==> config.mk <==
export PLATFORM = sky130hd
export DESIGN_NAME = gate_tt_settle_ctr
export DESIGN_NICKNAME = d
export VERILOG_FILES = /design/src/rtl/gate_tt_settle_ctr.sv
export SDC_FILE = /design/constraint.sdc
export NUM_CORES = 1
export LEC_CHECK = 0
export ABC_AREA = 1
export CAP_MARGIN = 20
export CORE_AREA = 2 2 39 41
export CTS_CLUSTER_DIAMETER = 100
export DETAILED_ROUTE_END_ITERATION = 8
export DIE_AREA = 0 0 41 43
export HOLD_SLACK_MARGIN = 0.15
export PLACE_DENSITY = 0.46
export SYNTH_ARGS = -nofsm -noshare
export SYNTH_HDL_FRONTEND = slang
export SYNTH_SLANG_ARGS = --single-unit
==> constraint.sdc <==
create_clock -name clk -period 1.4 [get_ports clk]
set_input_delay 0.14 -clock clk [delete_from_list [all_inputs] [get_ports clk]]
set_output_delay 0.14 -clock clk [all_outputs]
set_load 0.02 [all_outputs]
==> src/rtl/gate_tt_settle_ctr.sv <==
// rtl/gate_tt_settle_ctr.sv - saturating settle counter with clear-load and terminal-count flag
module gate_tt_settle_ctr #(
    parameter int              WIDTH    = 4,
    parameter logic [WIDTH-1:0] TERMINAL = 4'd1
) (
    input  logic clk,
    input  logic rst_n,
    input  logic load,
    input  logic en,
    output logic tc
);

    logic [WIDTH-1:0] count;

    // Load returns the count to zero; counting stops at TERMINAL so tc stays asserted.
    always_ff @(posedge clk or negedge rst_n) begin
        if (!rst_n) begin
            count <= '0;
        end else if (load) begin
            count <= '0;
        end else if (en && (count != TERMINAL)) begin
            count <= count + 1'b1;
        end
    end

    assign tc = (count == TERMINAL);

endmodule

# Word-level counts from Yosys, hierarchy flattened
# Index checks and enable logic that the tools add are counted.
# W data, S select, Z words.
[op_classes]
add_sub_neg = 1
mul = 0
div_mod_pow = 0
n_lt_le_gt_ge = 0
n_eq_ne = 2
shifts = 0
muxes = 2
bitwise_logic = 0
reduce_logical = 2
[op_table]
columns = ["op", "count"]
rows = [
  ["$mux W4", 2],
  ["$add A4 B1 Y4 const B", 1],
  ["$eq A4 B1 Y1 const B", 1],
  ["$ne A4 B1 Y1 const B", 1],
  ["$reduce_bool A2 Y1", 1],
  ["$logic_and A1 B1 Y1", 1],
]
[word_totals]
reg_bits = 4
latch_bits = 0
ramBits = 0
romBits = 0
in_bits = 4
output_inout_bits = 1
word_cells = 8
n_memories = 0

# Depth between registers and ports, before layout
# Gate-level depths: netlist of the first run.
[depth]
depth_word = 4
ltp_mapped = 6
ltp_nobuf = 6

# Worst setup path after synthesis of the first run
# OpenSTA, ideal clock, no wires.
[synth_path]
kind = "register -> register"
start = "reg count[0]"
end = "reg count[2]"
t_arrival_ns = 0.868
setup_slack_ns = 0.414
stages_incl_launch_ff = 6
n_path_buf = 0
path_cell_list = "dfrtp_1 -> ha_1 -> nand2_2 -> nand2_2 -> nand3_1 -> nand2_1"
[synth_between]
elab_chain_cells = 3
word_cells_on_any_way = 6
[synth_lines]
columns = ["item", "line", "rtl"]
rows = [
  ["from (decl)", "13", "logic [WIDTH-1:0] count;"],
  ["from (signal assigned)", "22", "count <= count + 1'b1;"],
  ["$add A4 B1 Y4 or $ne A4 B1 Y1 (tied branches)", "22, 21", ""],
  ["$mux W4 or $logic_and A1 B1 Y1 (tied branches)", "21", "end else if (en && (count != TERMINAL)) begin"],
  ["$mux W4 or $reduce_bool A2 Y1 (tied branches)", "-", ""],
]
# Parallel ways exist; a longest one is shown, timed or not. The select of a mux whose other input is x is not followed.
# A chain may end at the register's enable or synchronous reset.

# Final worst setup path of the first run
[layout_path]
start = "reg count[0]"
end = "out tc"
[layout_between]
elab_chain_cells = 1
[layout_lines]
columns = ["item", "line", "rtl"]
rows = [
  ["$eq A4 B1 Y1", "26", "assign tc = (count == TERMINAL);"],
  ["to (decl)", "10", "output logic tc"],
]
# No other way between the ends.

==> run metrics, run 1 <==
outcome finished, final reports clean; number of vias after detailed routing 237; num ports 5; area of the die 0.00176 mm2; Post-DRT Antenna Nets 0; setup repair after global routing missed its margin false; Maximum Capacitance Violations 0; Syn Inst Count 33; residual DRC count 0; multi-input gate area in the final layout 121 um2; placed instance count 57; worst IR drop on VDD 0.000220 V; part of the cycle the worst path needs 96.0%; wire length of the first global-routing pass 986 um; peak fanout along the critical path 2; clock-pin slew reported for the worst setup and hold paths after clock tree synthesis 0.04 ns; Final setup violation count 0; final standard cell count with taps included and fillers excluded 61; category of the critical setup timing path flip-flop to primary output; aggregate global routing overflow 0; post-route setup TNS 0 ns; post-synthesis average cell area 7.55 um2; delay of the slowest cell on the worst path 0.38 ns; via count of the first global-routing pass 250; r2r startpoint count[0]; static leakage 0.208 nW; buffer count from post-CTS setup fixing 0; Setup crit end kind primary output; violation count after the first detailed-route iteration 5; global placer's final weighted congestion 0.651; layout net count 53; slew at the pin with the worst max-slew slack 0.203 ns; clock sinks 4; clock tree root buffer cell clkbuf_4; CP max stage cell dfrtp_1; total of buffers placed on input and output ports 4; n_diodes 0; initial antenna violation count 0; adder and majority cell fraction of the synthesized area 10.1%; ratio of total power to cell area 927 mW/mm2; Worst Path Required 1.26 ns; Synth-to-Final Area Change 49.2%; startpoint kind of the worst setup timing path flip-flop; chain of cells forming the critical path ha_1 > nand2_2 > inv_1 > clkdlybuf4s15_1; Ys Warns 0; area share of and/or/nand/nor cells after synthesis 38.7%; minimum clock period 1.34 ns; Skew-Pair Late Insertion Delay 0.23 ns; worst relative slew slack 86.5%; portion of synthesized cell area occupied by the leading cell type 40.2%; average wire per cell in the routed design 8.28 um; crit path from count[0]; most used cells in the layout excluding fill and tap cells inv_1, nand2_1; worst clock skew 0.00246 ns; leading cell types by total area after synthesis dfrtp_1, ha_1, nand4_1, inv_1, nand2_1; leading registers by flop count count (4); maximum number of pins on one net before global-route repair 8; synthesized net count 39; vias per cell 3.89; final count of hold timing violations 0; pins over their slew limit 0; Min-Delay Startpoint load; portion of netlist area occupied by mux cells 0%; compound-cell area share of the yosys netlist 0%; register bit total from synthesis 4; number of optimization iterations in the first detailed-route pass 3; leading area contributor after synthesis dfrtp_1; fraction of the yosys area taken by sequential cells 40.2%; WP data arrival 1.20 ns; register with the highest flop count count; TritonCTS clock tree built; clk buf depth 2; number of fillers in the final layout 149; unique cell type count in the Yosys netlist 10; share of post-route cells with drive strength above 1 24.4%; final setup margin 0.0562 ns; path category of the worst min-delay check input pin to flip-flop; storage element area 100 um2; Routed WL 505 um; FP Rows 14; width of the chip 41 um; Vert. Die Dim 43 um; Largest register FFs 4; number of H-tree levels 1; Initial Utilization 18.0%; maximum frequency from static timing analysis 744 MHz; cell area after synthesis 249 um2; number of clock buffers inserted by TritonCTS 3; fraction of synthesized cell area in xor and xnor cells 0%; GRT Total Usage 8.29%; Detail Placement HPWL 412 um; post-placement worst setup slack -0.00718 ns; core footprint 0.00138 mm2; main combinational cell family by area after synthesis simple AND/OR/NAND/NOR gates
==> per-layer routing <==
layer / part of all wire [%] / up-vias / track usage (%) / routed length (um)
li1: - / 129 / - / -
met1: 49 / 104 / 11.5 / 245
met2: 50 / 4 / 10.9 / 251
met3: 1.8 / 0 / 1.57 / 9
met4: 0 / 0 / 6.00 / 0
met5: 0 / - / 0 / 0
==> final timing paths <==
kind	slack, ns	end	depth (start not counted)
worst max-delay path	0.06	tc	4
worst min-delay path	0.59	count[1]	4
worst max register to register	0.25	count[2]	7
worst min register to register	0.61	count[3]	3
max in group asynchronous	0.58	count[1]	2
min in group asynchronous	0.66	count[3]	2
==> worst max-delay path, delay by kind of cell, from the launching register on <==
kind / cells / cell delay (ns)
buffers and inverters: 2 / 0.31
and+or+nand+nor: 1 / 0.08
adders and majority gates: 1 / 0.21
DFF: 1 / 0.38
==> cell families (layout without fill, tap and decap cells) <==
| family | count (synthesis) | after routing |
|---|---|---|
| buf+inv | 7 | 19 |
| fa+ha+maj | 2 | 2 |
| flops | 4 | 4 |
| simple gates | 20 | 20 |
==> power by group <==
group / internal, mW / switching, mW / total [mW] / leakage [nW]
clock: 0.0953 / 0.0387 / 0.134 / 0.0138
sequential: 0.123 / 0.00412 / 0.127 / 0.0547
combinational: 0.0405 / 0.0427 / 0.0832 / 0.139
==> metrics by stage <==
stage | hold slack [ns] | cell area (um2) | utilization [%] | total power, mW
6_report | 0.589 | 372 | 26.9 | 0.344
5_1_grt | 0.633 | 372 | 26.9 | 0.364
4_1_cts | 0.588 | 370 | 26.8 | 0.350
3_5_place_dp | 0.349 | 339 | 24.5 | 0.212
3_3_place_gp | 0.355 | 339 | 24.5 | 0.212
2_1_floorplan | -0.156 | 249 | - | 0.167
==> area by class of cell <==
type | instances | area share, %
repair buffers | 9 | 21.5
flip-flops and latches | 4 | 26.9
clock buffers | 3 | 6.06
well taps | 16 | 5.39
inverters | 7 | 7.41
multi-input cells | 22 | 32.7
==> repair_timing <==
| item | 4_1_cts | 5_1_grt |
|---|---|---|
| gates resized for setup | 1 | 1 |
| hold buffers | 1 | 0 |
| endpoints found under the hold margin | 4 | 0 |
| pin swaps | 0 | 0 |
| endpoints found under the setup margin | 1 | 1 |
==> synthesized netlist by cell type <==
cell,number
nand3_1,3
nor2_1,4
nor2_2,1
ha_1,2
nand4_1,4
dfrtp_1,4
nand2_1,6
inv_1,6
clkinv_2,1
nand2_2,2
Note: power is estimated with default switching activity, not from simulation.
==> run 2: changes to the inputs <==
- CTS_CLUSTER_DIAMETER: 100 -> 40
==> results of run 2 <==
The final DEF is identical to that of run 1; final timing and power are the same.
